--- src/rtl/video_dma_pkg.sv ---
// Shared types and constants for the video DMA fetch block.
package video_dma_pkg;

  typedef enum logic [1:0] {
    IDLE  = 2'd0,
    REQ   = 2'd1,
    BURST = 2'd2
  } dma_state_e;

  localparam int BURST_WORDS = 4;

  localparam logic [2:0] CTI_CLASSIC = 3'b000;
  localparam logic [2:0] CTI_INCR    = 3'b010;
  localparam logic [2:0] CTI_END     = 3'b111;

endpackage

--- src/rtl/dma_fifo.sv ---
// Single-clock first-word-fall-through FIFO with synchronous flush.
// Head data reads as zero while empty so the output is clean out of reset.
module dma_fifo #(
  parameter  int DEPTH = 16,
  localparam int AW    = $clog2(DEPTH)
) (
  input  logic          clk,
  input  logic          rst_n,
  input  logic          flush,
  input  logic          push,
  input  logic [31:0]   push_data,
  input  logic          pop,
  output logic [31:0]   pop_data,
  output logic [AW:0]   level,
  output logic          empty
);

  localparam logic [AW:0]   FULL_LVL = (AW + 1)'(DEPTH);
  localparam logic [AW:0]   LVL_ONE  = (AW + 1)'(1);
  localparam logic [AW-1:0] PTR_ONE  = AW'(1);

  logic [31:0]   mem [DEPTH];
  logic [AW-1:0] wr_ptr;
  logic [AW-1:0] rd_ptr;
  logic          do_push;
  logic          do_pop;

  assign empty    = (level == '0);
  assign do_push  = push && (level != FULL_LVL);
  assign do_pop   = pop && !empty;
  assign pop_data = empty ? '0 : mem[rd_ptr];

  // Pointer and occupancy tracking; flush overrides any push/pop.
  always_ff @(posedge clk or negedge rst_n) begin
    if (!rst_n) begin
      wr_ptr <= '0;
      rd_ptr <= '0;
      level  <= '0;
    end else if (flush) begin
      wr_ptr <= '0;
      rd_ptr <= '0;
      level  <= '0;
    end else begin
      if (do_push) wr_ptr <= wr_ptr + PTR_ONE;
      if (do_pop)  rd_ptr <= rd_ptr + PTR_ONE;
      case ({do_push, do_pop})
        2'b10:   level <= level + LVL_ONE;
        2'b01:   level <= level - LVL_ONE;
        default: level <= level;
      endcase
    end
  end

  // Storage array, no reset needed.
  always_ff @(posedge clk) begin
    if (do_push && !flush) mem[wr_ptr] <= push_data;
  end

endmodule

--- src/rtl/video_dma_fetch.sv ---
// Wishbone 4-beat incrementing-burst fetcher feeding a FWFT FIFO.
// Optional feature: define VIDEO_DMA_FETCH_UNDERRUN_EN to add the
// saturating underrun_cnt output.
module video_dma_fetch
  import video_dma_pkg::*;
#(
  parameter  int FIFO_DEPTH = 16,
  localparam int LW         = $clog2(FIFO_DEPTH) + 1
) (
  input  logic          wb_clk,
  input  logic          wb_rst_n,
  input  logic          enable,
  input  logic          restart,
  input  logic [23:0]   start_addr,
  input  logic [23:0]   end_addr,
  output logic [23:0]   wb_adr,
  output logic          wb_cyc,
  output logic          wb_stb,
  output logic          wb_we,
  output logic [3:0]    wb_sel,
  output logic [31:0]   wb_dat_o,
  output logic [2:0]    wb_cti,
  input  logic [31:0]   wb_dat_i,
  input  logic          wb_ack,
  input  logic          rd_en,
  output logic [31:0]   rd_data,
  output logic          empty,
  output logic [LW-1:0] level
`ifdef VIDEO_DMA_FETCH_UNDERRUN_EN
  ,
  output logic [15:0]   underrun_cnt
`endif
);

  // A burst may only start when at least BURST_WORDS slots are free.
  localparam logic [LW-1:0] START_LIMIT = LW'(FIFO_DEPTH - BURST_WORDS);
  localparam logic [1:0]    LAST_BEAT   = 2'(BURST_WORDS - 1);

  dma_state_e  state;
  dma_state_e  state_nxt;
  logic [23:0] fetch_addr;
  logic [23:0] next_addr;
  logic [23:0] start_aligned;
  logic        restart_pend;
  logic [1:0]  beat_cnt;
  logic        ack_take;
  logic        last_ack;
  logic        start_burst;
  logic        flush;
  logic        push;
  logic        unused_bits;

  assign start_aligned = {start_addr[23:4], 4'h0};
  assign next_addr     = (fetch_addr[23:4] == end_addr[23:4]) ? start_aligned
                                                              : fetch_addr + 24'h10;
  assign ack_take      = wb_cyc && wb_ack;
  assign last_ack      = ack_take && (beat_cnt == LAST_BEAT);
  assign start_burst   = (state == IDLE) && enable && !restart && !restart_pend
                         && (level <= START_LIMIT);
  assign flush         = ((state == IDLE) && restart)
                         || (last_ack && (restart || restart_pend));
  // Words of a burst hit by a restart are dropped; the flush at burst end clears the rest.
  assign push          = ack_take && !restart && !restart_pend;

  assign wb_stb   = wb_cyc;
  assign wb_we    = 1'b0;
  assign wb_sel   = 4'hF;
  assign wb_dat_o = '0;

  assign unused_bits = ^{start_addr[3:0], end_addr[3:0], CTI_END};

  // State register.
  always_ff @(posedge wb_clk or negedge wb_rst_n) begin
    if (!wb_rst_n) state <= IDLE;
    else           state <= state_nxt;
  end

  // Next-state decode.
  always_comb begin
    state_nxt = state;
    case (state)
      IDLE:    if (start_burst) state_nxt = REQ;
      REQ:     if (ack_take)    state_nxt = BURST;
      BURST:   if (last_ack)    state_nxt = IDLE;
      default:                  state_nxt = IDLE;
    endcase
  end

  // Bus request, beat counting, fetch address and restart bookkeeping.
  always_ff @(posedge wb_clk or negedge wb_rst_n) begin
    if (!wb_rst_n) begin
      wb_cyc       <= 1'b0;
      wb_adr       <= '0;
      wb_cti       <= CTI_CLASSIC;
      beat_cnt     <= '0;
      fetch_addr   <= '0;
      restart_pend <= 1'b0;
    end else begin
      if (start_burst) begin
        wb_cyc   <= 1'b1;
        wb_adr   <= fetch_addr;
        wb_cti   <= CTI_INCR;
        beat_cnt <= '0;
      end
      if (ack_take) beat_cnt <= beat_cnt + 2'd1;
      if (last_ack) begin
        wb_cyc       <= 1'b0;
        wb_cti       <= CTI_CLASSIC;
        restart_pend <= 1'b0;
        fetch_addr   <= (restart || restart_pend) ? start_aligned : next_addr;
      end else if ((state != IDLE) && restart) begin
        restart_pend <= 1'b1;
      end
      if ((state == IDLE) && restart) fetch_addr <= start_aligned;
    end
  end

  dma_fifo #(
    .DEPTH (FIFO_DEPTH)
  ) u_fifo (
    .clk       (wb_clk),
    .rst_n     (wb_rst_n),
    .flush     (flush),
    .push      (push),
    .push_data (wb_dat_i),
    .pop       (rd_en),
    .pop_data  (rd_data),
    .level     (level),
    .empty     (empty)
  );

`ifdef VIDEO_DMA_FETCH_UNDERRUN_EN
  // Count consumer reads attempted against an empty FIFO, saturating.
  always_ff @(posedge wb_clk or negedge wb_rst_n) begin
    if (!wb_rst_n)                                 underrun_cnt <= '0;
    else if (restart)                              underrun_cnt <= '0;
    else if (rd_en && empty && underrun_cnt != '1) underrun_cnt <= underrun_cnt + 16'd1;
  end
`endif

endmodule

--- config.mk ---
export PLATFORM = sky130hd
export DESIGN_NAME = video_dma_fetch
export DESIGN_NICKNAME = d
export VERILOG_FILES = /design/src/rtl/video_dma_pkg.sv /design/src/rtl/dma_fifo.sv /design/src/rtl/video_dma_fetch.sv
export SDC_FILE = /design/constraint.sdc
export NUM_CORES = 1
export LEC_CHECK = 0
export ABC_AREA = 1
export ABC_CLOCK_PERIOD_IN_PS = 4900
export CORE_MARGIN = 3
export CORE_UTILIZATION = 50
export CTS_CLUSTER_SIZE = 10
export DETAILED_ROUTE_END_ITERATION = 6
export PLACE_DENSITY = 0.82
export SYNTH_ARGS = -nofsm -noshare
export SYNTH_HDL_FRONTEND = slang
export SYNTH_HIERARCHICAL = 1
export SYNTH_SLANG_ARGS = --single-unit
export TNS_END_PERCENT = 1
--- constraint.sdc ---
create_clock -name wb_clk -period 4.9 [get_ports wb_clk]
set_input_delay 0.98 -clock wb_clk [delete_from_list [all_inputs] [get_ports wb_clk]]
set_output_delay 0.98 -clock wb_clk [all_outputs]
set_load 0.01 [all_outputs]
==> summary.md, run 1 <==
## Outcome
* **status** finished, violations left
* **failing checks** DRC

## Setup path
* **Slowest Stage Delay on Critical Path** 0.83 ns
* **Crit Path Class** reg2out
* **arrival time reported for the critical path endpoint** 3.58 ns
* **crit-path cells** clkinv_2 -> buf_4 -> o21ai_0 -> o221ai_1 -> nand3_1 -> a21oi_1 -> clkdlybuf4s50_1
* **Max FO, Critical Path** 81
* **cell at the slowest stage of the critical path** sky130_fd_sc_hd__dfrtp_4
* **kind of capture point of the worst setup path** output port
* **data required time of the critical path** 3.92 ns
* **Startpoint Class** flip-flop

## Global routing
* **largest net degree at the start of global routing** 149
* **antenna violations before repair** 4
* **wire length of the first global-routing pass** 90.2 mm
* **Global Route Usage Sum** 0.230
* **aggregate global routing overflow** 0
* **via count of the first global-routing pass** 16.0k

## Clock tree
* **clk root buf** sky130_fd_sc_hd__clkbuf_16
* **Resized cells post-CTS** 0
* **number of CTS-inserted buffers** 68
* **clock transition at the registers of the reported paths** 0.05 ns
* **TritonCTS clock tree** done
* **CTS sink cnt** 571
* **htree depth** 3
* **Clk Latency, worst-skew pair** 0.58 ns
* **Bufs on Longest Clock Path** 3
* **count of hold-fix buffers inserted at cts** 0
* **number of buffers inserted to repair setup after CTS** 0

## Route
* **DR pass1 iterations** 7
* **Post-route DRC** 4
* **wire length reported by the detailed router** 59.7 mm
* **number of antenna-violating nets in the routed design** 0
* **via count of the routed design** 16.5k
* **per-cell via count in the routed design** 6.02
* **violation count after the first detailed-route iteration** 1,986
* **routed length per placed instance** 21.8 um

## Finish
* **number of non-filler instances in the completed layout** 2,735
* **area of the multi-input gates** 6090 sq um
* **most frequent standard cell in the layout excluding fill and tap cells** sky130_fd_sc_hd__edfxtp_1
* **layout overhead on the synthesized area** 16.1%
* **area taken by flip-flops and latches** 16,900 sq um
* **number of inserted filler cells in the final layout** 3,412
* **nets** 2,204
* **commonest cells after routing, fill and taps aside** sky130_fd_sc_hd__edfxtp_1, sky130_fd_sc_hd__nor2_1, sky130_fd_sc_hd__o21ai_0
* **layout cells sized above 1** 0.0799

## Power
* **post-layout power** 15.4 mW
* **Leak** 9.70 nW
* **power density of the placed cells** 554 nW/um^2
* **worst ir drop on vdd** 0.000453 V

## Yosys
* **cell area after technology mapping** 24,000 sq um
* **number of register bits inferred by synthesis** 571
* **Post-synth EDFFs** 512
* **Synth Area in Simple Gates** 0.113
* **largest family of logic cells by synthesized area** compound AO/OA/AOI/OAI gates
* **number of distinct standard cells referenced by the synthesized netlist** 37
* **proportion of netlist area held by the largest area contributor** 0.641
* **Synth warnings** 6
* **adder and majority gate portion of the synthesized area** 0.00469
* **async set-reset flop share out of synthesis** 0.103
* **mux share of post-synthesis cell area** 0.000939
* **largest cells by area after synthesis** sky130_fd_sc_hd__edfxtp_1, sky130_fd_sc_hd__dfrtp_1, sky130_fd_sc_hd__o21ai_0, sky130_fd_sc_hd__nor2_1, sky130_fd_sc_hd__o221ai_1
* **proportion of synthesized chip area in sequential cells** 0.702
* **mean cell area of the mapped netlist** 12.1 sq um
* **area fraction in compound gates after synthesis** 0.116
* **most area-hungry cell type in the Yosys netlist** sky130_fd_sc_hd__edfxtp_1
* **synthesized-area fraction occupied by xor and xnor cells** 0.00730
* **cell count after synthesis** 1,983
* **commonest register cell after synthesis** sky130_fd_sc_hd__edfxtp_1

## Timing
* **Hold Worst Slack** 0.449 ns
* **number of setup violations in the final report** 0
* **sum of negative setup slack** 0 ns
* **worst clock skew** 0.0160 ns
* **RSZ-0062 raised after global routing** false
* **Final Worst Setup Slack** 0.342 ns
* **period utilisation layout** 0.930
* **maximum clock frequency** 219 MHz
* **worst-case headroom to the max-slew limit** 0.328
* **final hold violation count** 0
* **worst slew pin tran** 1.01 ns
* **Period minus WS final** 4.56 ns
* **Max Slew Vio Count** 0

## Floorplan
* **core region area** 47,000 sq um
* **total I/O pin count** 190
* **Die Y** 225 um
* **initial core utilization** 0.511
* **row count** 79
* **total die area** 50,600 sq um
* **x dimension of the die** 225 um

## Place
* **pre-CTS setup slack** 1.01 ns
* **gpl congestion** 0.845
* **HPWL after detailed placement** 33.0 mm
* **number of cells in the design after placement** 2,646
* **number of buffers added on ports** 138

## Job
* **max cap viols** 0

## Worst hold path
* **worst hold path type** in2async

## cell type report
type / count / share of cell area
Clock inverter: 7 / 0.00274
Multi-Input combinational cell: 1196 / 0.219
Timing Repair Buffer: 185 / 0.0697
Antenna cell: 1 / 0.0000899
Sequential cell: 571 / 0.606
Clock buffer: 81 / 0.0640
Tap cell: 607 / 0.0273
Inverter: 87 / 0.0120
## registers in the layout, summed over array words and instances, names as in the netlist
signal / cells
beat_cnt: 2
fetch_addr: 20
restart_pend: 1
state: 2
u_fifo/level: 5
u_fifo/mem: 512
u_fifo/rd_ptr: 4
u_fifo/wr_ptr: 4
wb_adr: 20
wb_cti: 1
## worst max-delay path: cells and delay by family, from the launching register on
family          cells  cell delay [ns]
compound gates      3             0.75
buf+inv             3             1.27
flops               1             0.83
simple gates        1             0.11
## power breakdown
part	switching, mW	internal [mW]	leakage [nW]	total [mW]
Sequential	0.386	5.59	5.34	5.98
Combinational	3.16	1.92	3.45	5.08
Clock	1.81	2.55	0.911	4.36
## metal layers
layer / vias up / GRT usage / wire length, um
met4: 2 / 0.105 / 2520
met1: 7895 / 0.302 / 22300
met3: 207 / 0.0481 / 6340
li1: 7341 / - / -
met2: 1015 / 0.372 / 28500
met5: - / 0 / 13
## cells in the mapped netlist, types with 9 or more instances
cell                       instances
sky130_fd_sc_hd__edfxtp_1        512
sky130_fd_sc_hd__nor2_1          318
sky130_fd_sc_hd__o21ai_0         239
sky130_fd_sc_hd__nand2_1         183
sky130_fd_sc_hd__nand3_1         118
sky130_fd_sc_hd__o221ai_1        108
sky130_fd_sc_hd__inv_1            80
sky130_fd_sc_hd__buf_4            67
sky130_fd_sc_hd__dfrtp_1          59
sky130_fd_sc_hd__o21ai_1          59
sky130_fd_sc_hd__clkbuf_1         58
sky130_fd_sc_hd__a21oi_1          40
sky130_fd_sc_hd__buf_2            25
sky130_fd_sc_hd__o22ai_1          21
sky130_fd_sc_hd__xor2_1           15
sky130_fd_sc_hd__buf_6             9
sky130_fd_sc_hd__ha_1              9
## cell families after synthesis
| kind of cell | count (synthesis) |
|---|---|
| other | 2 |
| and+or+nand+nor | 652 |
| xor gates and xnor gates | 20 |
| muxes | 2 |
| adders and majority gates | 9 |
| AOI/OAI and AO/OA | 470 |
| DFF | 571 |
| buffers and inverters | 257 |
## final timing paths
kind                                         startpoint                            to  slack (ns)  cells past startpoint
setup / recovery           u_fifo/rd_ptr[1]$_DFFE_PN0P_                   rd_data[28]        0.34                      7
hold reg to reg                  wb_adr[15]$_DFFE_PN0P_        wb_adr[15]$_DFFE_PN0P_        0.48                      2
hold / removal                                 wb_rst_n     fetch_addr[4]$_DFFE_PN0P_        0.45                      1
setup reg to reg                beat_cnt[0]$_DFFE_PN0P_  u_fifo/mem[15][16]$_DFFE_PP_        1.96                     10
min in group wb_clk              wb_adr[15]$_DFFE_PN0P_        wb_adr[15]$_DFFE_PN0P_        0.48                      2
max in group asynchronous                      wb_rst_n        wb_adr[23]$_DFFE_PN0P_        3.58                      2
## per-stage QoR
stage               utilization  area (sq um)
finish                    0.593         27800
detailed placement        0.553         26000
global placement          0.553         26000
global route              0.593         27800
floorplan                     -         24100
CTS                       0.593         27800
Note: power is estimated with default switching activity, not from simulation.
==> inputs of run 2 (changes only) <==
--- a/config.mk
+++ b/config.mk
@@ -9,9 +9,10 @@
 export ABC_CLOCK_PERIOD_IN_PS = 4900
 export CORE_MARGIN = 3
 export CORE_UTILIZATION = 50
+export CTS_BUF_LIST = sky130_fd_sc_hd__clkbuf_8
 export CTS_CLUSTER_SIZE = 10
 export DETAILED_ROUTE_END_ITERATION = 6
-export PLACE_DENSITY = 0.82
+export PLACE_DENSITY = 0.7
 export SYNTH_ARGS = -nofsm -noshare
 export SYNTH_HDL_FRONTEND = slang
 export SYNTH_HIERARCHICAL = 1
==> run 2 against run 1 <==
The run now ends clean. Combinational power about the same. Non-clock buffer count increased by 7. Register-to-register slack gained 0.19 ns. Largest cell class unchanged. Largest power group unchanged. Highest routed layer unchanged.
==> summary.md, run 2 (synthesis gave the netlist of run 1 again) <==
## Global routing
* **aggregate global routing overflow** 0, unchanged
* **wire length of the first global-routing pass** 91.8 mm, +1.8%
* **largest net degree at the start of global routing** 153, +2.7%
* **Global Route Usage Sum** 0.237, +0.00682
* **antenna violations before repair** 2, -2
* **via count of the first global-routing pass** 16.2k, +1.6%

## Floorplan
* **x dimension of the die** 225 um, unchanged
* **initial core utilization** 0.511, unchanged
* **total die area** 50,600 sq um, unchanged
* **Die Y** 225 um, unchanged
* **core region area** 47,000 sq um, unchanged
* **row count** 79, unchanged
* **total I/O pin count** 190, unchanged

## Finish
* **register name with the most flops** u_fifo/mem
* **commonest cells after routing, fill and taps aside** sky130_fd_sc_hd__edfxtp_1, sky130_fd_sc_hd__nor2_1, sky130_fd_sc_hd__o21ai_0
* **final standard cell area without fillers** 27,600 sq um, -0.88%
* **Largest register FFs** 512, unchanged
* **layout overhead on the synthesized area** 15.0%
* **most frequent standard cell in the layout excluding fill and tap cells** sky130_fd_sc_hd__edfxtp_1
* **number of inserted filler cells in the final layout** 3,660, +7.3%
* **nets** 2,236, +1.5%
* **largest registers** u_fifo/mem (512), fetch_addr (20), wb_adr (20)
* **layout cells sized above 1** 0.0965, +0.0165

## Setup path
* **cell at the slowest stage of the critical path** sky130_fd_sc_hd__dfrtp_4
* **Crit Path Class** reg2out
* **capture point of the worst reg-to-reg path** u_fifo/mem[3][9]$_DFFE_PP_
* **Startpoint Class** flip-flop
* **data required time of the critical path** 3.92 ns, about the same
* **Worst R2R Setup Slack** 2.15 ns, +0.19 ns
* **startpoint of the worst-slack reg-to-reg timing path** wb_cti[1]$_DFFE_PN0P_
* **Max FO, Critical Path** 69, -15%
* **number of buffer and inverter stages on the critical path** 3, unchanged
* **kind of capture point of the worst setup path** output port
* **kind of cell adding the most delay to the critical path** buffers and inverters
* **arrival time reported for the critical path endpoint** 3.66 ns, +0.08 ns
* **crit-path cells** inv_6 -> buf_4 -> o21ai_0 -> o221ai_1 -> nand3_1 -> a21oi_1 -> clkdlybuf4s50_1
* **Worst R2R Path Depth** 7, -3
* **Slowest Stage Delay on Critical Path** 0.68 ns, -0.15 ns

## Clock tree
* **Clk Latency, worst-skew pair** 0.67 ns, +0.09 ns
* **Resized cells post-CTS** 0, unchanged
* **TritonCTS clock tree** done
* **htree depth** 3, unchanged
* **number of CTS-inserted buffers** 93, +37%
* **clock transition at the registers of the reported paths** 0.06 ns, about the same
* **CTS sink cnt** 571, unchanged
* **Bufs on Longest Clock Path** 3, unchanged
* **clk root buf** sky130_fd_sc_hd__clkbuf_8
* **number of buffers inserted to repair setup after CTS** 0, unchanged
* **count of hold-fix buffers inserted at cts** 0, unchanged

## Worst hold path
* **worst hold path type** in2async

## Timing
* **worst clock skew** 0.0300 ns, +0.0140 ns
* **final hold violation count** 0, unchanged
* **worst-case headroom to the max-slew limit** 0.322, -0.00535
* **sum of negative setup slack** 0 ns, unchanged
* **worst slew pin tran** 1.02 ns, +0.00803 ns
* **period utilisation layout** 0.946, +0.0162
* **Max Slew Vio Count** 0, unchanged
* **Period minus WS final** 4.64 ns, +0.0795 ns
* **number of setup violations in the final report** 0, unchanged
* **Final Worst Setup Slack** 0.263 ns, -0.0795 ns
* **RSZ-0062 raised after global routing** false
* **maximum clock frequency** 216 MHz, -1.7%
* **Hold Worst Slack** 0.377 ns, -0.0721 ns

## Outcome
* **status** finished, final reports clean

## Route
* **violation count after the first detailed-route iteration** 1,747, -12%
* **wire length reported by the detailed router** 60.3 mm, +1.1%
* **DR pass1 iterations** 5, -2
* **Post-route DRC** 0, -4
* **via count of the routed design** 16.4k, -0.46%
* **routed length per placed instance** 21.4 um, -1.8%
* **number of antenna-violating nets in the routed design** 0, unchanged
* **per-cell via count in the routed design** 5.82, -3.3%

## Power
* **total internal power** 9.42 mW, -6.4%
* **power density of the placed cells** 534 nW/um^2, -3.6%
* **logic gate share of total power** 0.345, +0.016
* **switching portion of total power** 0.360, +0.0132
* **part of the power in the clock network** 0.254, -0.029
* **net switching power** 5.31 mW, -0.85%
* **worst ir drop on vdd** 0.000388 V, -14%
* **relative contribution of sequential cells to total power** 0.401, +0.013
* **Leak** 9.77 nW, +0.68%

## Place
* **area of placed instances** 25,900 sq um, -0.23%
* **HPWL after detailed placement** 32.9 mm, -0.56%
* **number of buffers added on ports** 138, unchanged
* **gpl congestion** 0.885, +4.7%
* **pre-CTS setup slack** 0.975 ns, -0.0322 ns

## Job
* **max cap viols** 0, unchanged

-- run 2: cell count changes in the layout (fill, tap and decap cells not counted), moves of 2 or more --
| cell | change |
|---|---|
| sky130_fd_sc_hd__buf_12 | -9 |
| sky130_fd_sc_hd__buf_4 | +16 |
| sky130_fd_sc_hd__clkbuf_1 | -11 |
| sky130_fd_sc_hd__clkbuf_16 | -69 |
| sky130_fd_sc_hd__clkbuf_8 | +98 |
| sky130_fd_sc_hd__clkinv_1 | +18 |
| sky130_fd_sc_hd__clkinv_2 | +6 |
| sky130_fd_sc_hd__inv_1 | +31 |
| sky130_fd_sc_hd__inv_16 | -2 |
| sky130_fd_sc_hd__inv_6 | -2 |
-- run 2: worst max path at each step --
stage	startpoint	cells after the start	slack, ns	endpoint
finish	u_fifo/rd_ptr[0]$_DFFE_PN0P_	7	0.26	rd_data[26]
global route	u_fifo/rd_ptr[0]$_DFFE_PN0P_	7	0.09	rd_data[21]
CTS	u_fifo/rd_ptr[0]$_DFFE_PN0P_	6	0.23	rd_data[21]
detailed placement	u_fifo/rd_ptr[0]$_DFFE_PN0P_	6	0.97	rd_data[21]
global placement	u_fifo/rd_ptr[0]$_DFFE_PN0P_	7	1.01	rd_data[21]
floorplan	wb_ack	9	0.98	u_fifo/mem[11][0]$_DFFE_PP_
-- run 2: metal layers --
| metal | global-route usage | routed length [um] |
|---|---|---|
| met4 | 0.0892 | 1860 |
| met3 | 0.0487 | 4690 |
| met2 | 0.395 | 29400 |
| met1 | 0.308 | 24300 |
| met5 | 0 | 13 |
-- run 2: layout make-up --
cell class | instances | area, sq um | share of cell area
Antenna cell | 1 | 2.50 | 0.0000907
Clock buffer | 99 | 1360 | 0.0494
Clock inverter | 63 | 310 | 0.0112
Inverter | 87 | 333 | 0.0121
Multi-Input combinational cell | 1196 | 6090 | 0.221
Sequential cell | 571 | 16900 | 0.611
Tap cell | 607 | 759 | 0.0275
Timing Repair Buffer | 192 | 1880 | 0.0682
-- run 2: power by group through the flow --
stage / combinational (mW) / clock, mW / sequential (mW)
6_report: 5.08 / 3.74 / 5.91
2_1_floorplan: 3.23 / 0 / 5.92
3_3_place_gp: 4.89 / 0 / 5.99
4_1_cts: 5.07 / 3.82 / 5.91
3_5_place_dp: 5.04 / 0 / 6.01
5_1_grt: 5.57 / 4.03 / 5.95
-- run 2: metrics by stage --
step	total power, mW	instances	utilization
floorplan	9.15	2024	-
global placement	10.9	2653	0.552
detailed placement	11.0	2653	0.552
CTS	14.8	2815	0.588
global route	15.6	2815	0.588
finish	14.7	2816	0.588
-- run 2: worst register-to-register path: cells and delay by family (launching register included) --
family	cells	cell delay, ns
AND/OR/NAND/NOR	5	1.37
buffers and inverters	2	0.58
flip-flops	1	0.48
==> inputs of run 3 (changes only) <==
--- a/config.mk
+++ b/config.mk
@@ -7,9 +7,10 @@
 export LEC_CHECK = 0
 export ABC_AREA = 1
 export ABC_CLOCK_PERIOD_IN_PS = 4900
-export CORE_MARGIN = 3
+export CORE_MARGIN = 4
 export CORE_UTILIZATION = 50
 export CTS_BUF_LIST = sky130_fd_sc_hd__clkbuf_8
+export CTS_CLUSTER_DIAMETER = 200
 export CTS_CLUSTER_SIZE = 10
 export DETAILED_ROUTE_END_ITERATION = 6
 export PLACE_DENSITY = 0.7
@@ -17,4 +18,4 @@
 export SYNTH_HDL_FRONTEND = slang
 export SYNTH_HIERARCHICAL = 1
 export SYNTH_SLANG_ARGS = --single-unit
-export TNS_END_PERCENT = 1
+export TNS_END_PERCENT = 10
==> run 3 against run 2 <==
Largest cell class unchanged. Sequential share of layout area rose by 1.3 points. Critical endpoint is now rd_data[0]. Largest power group unchanged. Flip-flop and latch count did not move. Fmax rose by 1.4%. Final area down 2.1%. Register-to-register slack got worse by 0.27 ns. Power down 6.0%. Critical path depth is 1 higher.
==> summary.md, run 3 (synthesis gave the netlist of run 1 again) <==
## Outcome
* **status** finished, final reports clean

## Clock tree
* **CTS sink cnt** 571, unchanged
* **Clk Latency, worst-skew pair** 0.64 ns, -0.03 ns
* **number of CTS-inserted buffers** 67, -28%
* **Bufs on Longest Clock Path** 3, unchanged
* **count of hold-fix buffers inserted at cts** 0, unchanged
* **clk root buf** sky130_fd_sc_hd__clkbuf_8
* **TritonCTS clock tree** done
* **htree depth** 3, unchanged
* **Resized cells post-CTS** 0, unchanged
* **clock transition at the registers of the reported paths** 0.08 ns, +0.02 ns
* **number of buffers inserted to repair setup after CTS** 0, unchanged

## Finish
* **layout overhead on the synthesized area** 12.6%
* **most frequent standard cell in the layout excluding fill and tap cells** sky130_fd_sc_hd__edfxtp_1
* **Largest register FFs** 512, unchanged
* **layout cells sized above 1** 0.0781, -0.0184
* **number of inserted filler cells in the final layout** 3,811, +4.1%
* **register name with the most flops** u_fifo/mem
* **area of the multi-input gates** 6090 sq um, unchanged
* **area taken by flip-flops and latches** 16,900 sq um, unchanged
* **nets** 2,201, -1.6%
* **commonest cells after routing, fill and taps aside** sky130_fd_sc_hd__edfxtp_1, sky130_fd_sc_hd__nor2_1, sky130_fd_sc_hd__o21ai_0
* **largest registers** u_fifo/mem (512), fetch_addr (20), wb_adr (20)

## Setup path
* **Crit Path Class** reg2out
* **crit-path cells** buf_12 -> o21ai_0 -> o22ai_1 -> nor2_1 -> nor2_1 -> o21ai_1 -> a21oi_1 -> clkdlybuf4s50_1
* **Startpoint Class** flip-flop
* **Max FO, Critical Path** 254, +270%
* **arrival time reported for the critical path endpoint** 3.60 ns, -0.06 ns
* **cell with the most instances on the worst path** sky130_fd_sc_hd__nor2_1
* **cell at the slowest stage of the critical path** sky130_fd_sc_hd__buf_12
* **Slowest Stage Delay on Critical Path** 0.74 ns, +0.06 ns
* **kind of capture point of the worst setup path** output port
* **data required time of the critical path** 3.92 ns, about the same

## Route
* **number of antenna-violating nets in the routed design** 0, unchanged
* **per-cell via count in the routed design** 5.89, +1.3%
* **routed length per placed instance** 21.7 um, +1.4%
* **violation count after the first detailed-route iteration** 1,525, -13%
* **DR pass1 iterations** 5, unchanged
* **wire length reported by the detailed router** 59.6 mm, -1.2%
* **via count of the routed design** 16.2k, -1.3%
* **Post-route DRC** 0, unchanged

## Global routing
* **largest net degree at the start of global routing** 255, +67%
* **Global Route Usage Sum** 0.227, -0.00935
* **antenna violations before repair** 5, +3
* **aggregate global routing overflow** 0, unchanged
* **via count of the first global-routing pass** 16.0k, -1.6%
* **wire length of the first global-routing pass** 90.2 mm, -1.7%

## Timing
* **maximum clock frequency** 219 MHz, +1.4%
* **period utilisation layout** 0.934, -0.0127
* **Max Slew Vio Count** 0, unchanged
* **sum of negative setup slack** 0 ns, unchanged
* **number of setup violations in the final report** 0, unchanged
* **worst-case headroom to the max-slew limit** 0.254, -0.0684
* **Period minus WS final** 4.58 ns, -0.0623 ns
* **worst slew pin tran** 1.12 ns, +0.103 ns
* **worst clock skew** 0.0417 ns, +0.0118 ns
* **final hold violation count** 0, unchanged
* **Hold Worst Slack** 0.490 ns, +0.113 ns
* **RSZ-0062 raised after global routing** false

## Floorplan
* **Die Y** 227 um, +0.89%
* **total I/O pin count** 190, unchanged
* **row count** 80, +1.3%
* **x dimension of the die** 227 um, +0.89%
* **initial core utilization** 0.505, -0.00639
* **core region area** 47,500 sq um, +1.3%
* **total die area** 51,500 sq um, +1.8%

## Power
* **worst ir drop on vdd** 0.000553 V, +43%
* **power density of the placed cells** 513 nW/um^2, -3.9%
* **Leak** 9.35 nW, -4.3%

## Place
* **number of buffers added on ports** 138, unchanged
* **HPWL after detailed placement** 33.0 mm, +0.31%
* **gpl congestion** 0.902, +2.0%

## Worst hold path
* **worst hold path type** reg2reg

## Job
* **max cap viols** 0, unchanged

==> run 3: changes by cell type in the layout (fill, tap and decap cells not counted), sizes merged, moves of 3 or more <==
cell	change
clkinv	-27
inv	-17
buf	-9
clkinvlp	+3
clkbuf	-31
==> run 3: area by class of cell <==
type,instances,share of cell area
Antenna cell,2,0.000185
Clock buffer,68,0.0346
Clock inverter,21,0.00398
Inverter,87,0.0123
Multi-Input combinational cell,1196,0.225
Sequential cell,571,0.624
Tap cell,615,0.0285
Timing Repair Buffer,183,0.0709
==> run 3: power breakdown <==
group / internal (mW) / switching (mW) / total [mW] / leakage, nW
Sequential: 5.58 / 0.355 / 5.94 / 5.34
Combinational: 1.91 / 3.13 / 5.04 / 3.43
Clock: 1.27 / 1.60 / 2.87 / 0.584
==> run 3: worst paths after layout <==
check,start,endpoint,slack [ns],cells past startpoint
worst max-delay path,u_fifo/rd_ptr[0]$_DFFE_PN0P_,rd_data[0],0.32,8
worst min-delay path,wb_adr[19]$_DFFE_PN0P_,wb_adr[19]$_DFFE_PN0P_,0.49,2
worst max register to register,beat_cnt[0]$_DFFE_PN0P_,u_fifo/mem[0][18]$_DFFE_PP_,1.88,10
worst min register to register,wb_adr[19]$_DFFE_PN0P_,wb_adr[19]$_DFFE_PN0P_,0.49,2
max in group asynchronous,wb_rst_n,u_fifo/rd_ptr[1]$_DFFE_PN0P_,3.81,2
min in group asynchronous,wb_rst_n,restart_pend$_DFFE_PN0P_,0.51,2
==> run 3: critical path, delay by kind of cell (launching register included) <==
kind | cells | cell delay [ns]
flip-flops | 1 | 0.48
buffers and inverters | 2 | 1.32
AO/OA/AOI/OAI | 4 | 0.80
AND/OR/NAND/NOR | 2 | 0.21
==> run 3: routing by layer <==
layer / wire [um] / track usage
met4: 2070 / 0.0904
met1: 24100 / 0.305
met2: 28800 / 0.373
met5: 21 / 0
met3: 4540 / 0.0413
==> run 3: per-stage QoR <==
step           instances   util  cell area [sq um]  total power, mW  setup slack, ns
3_5_place_dp        2652  0.546              26000             11.0             1.03
5_1_grt             2741  0.568              27000             14.7            0.128
2_1_floorplan       2024      -              24100             9.15            0.979
4_1_cts             2741  0.568              27000             13.9            0.329
6_report            2743  0.568              27000             13.9            0.325
3_3_place_gp        2652  0.546              26000             10.9             1.07
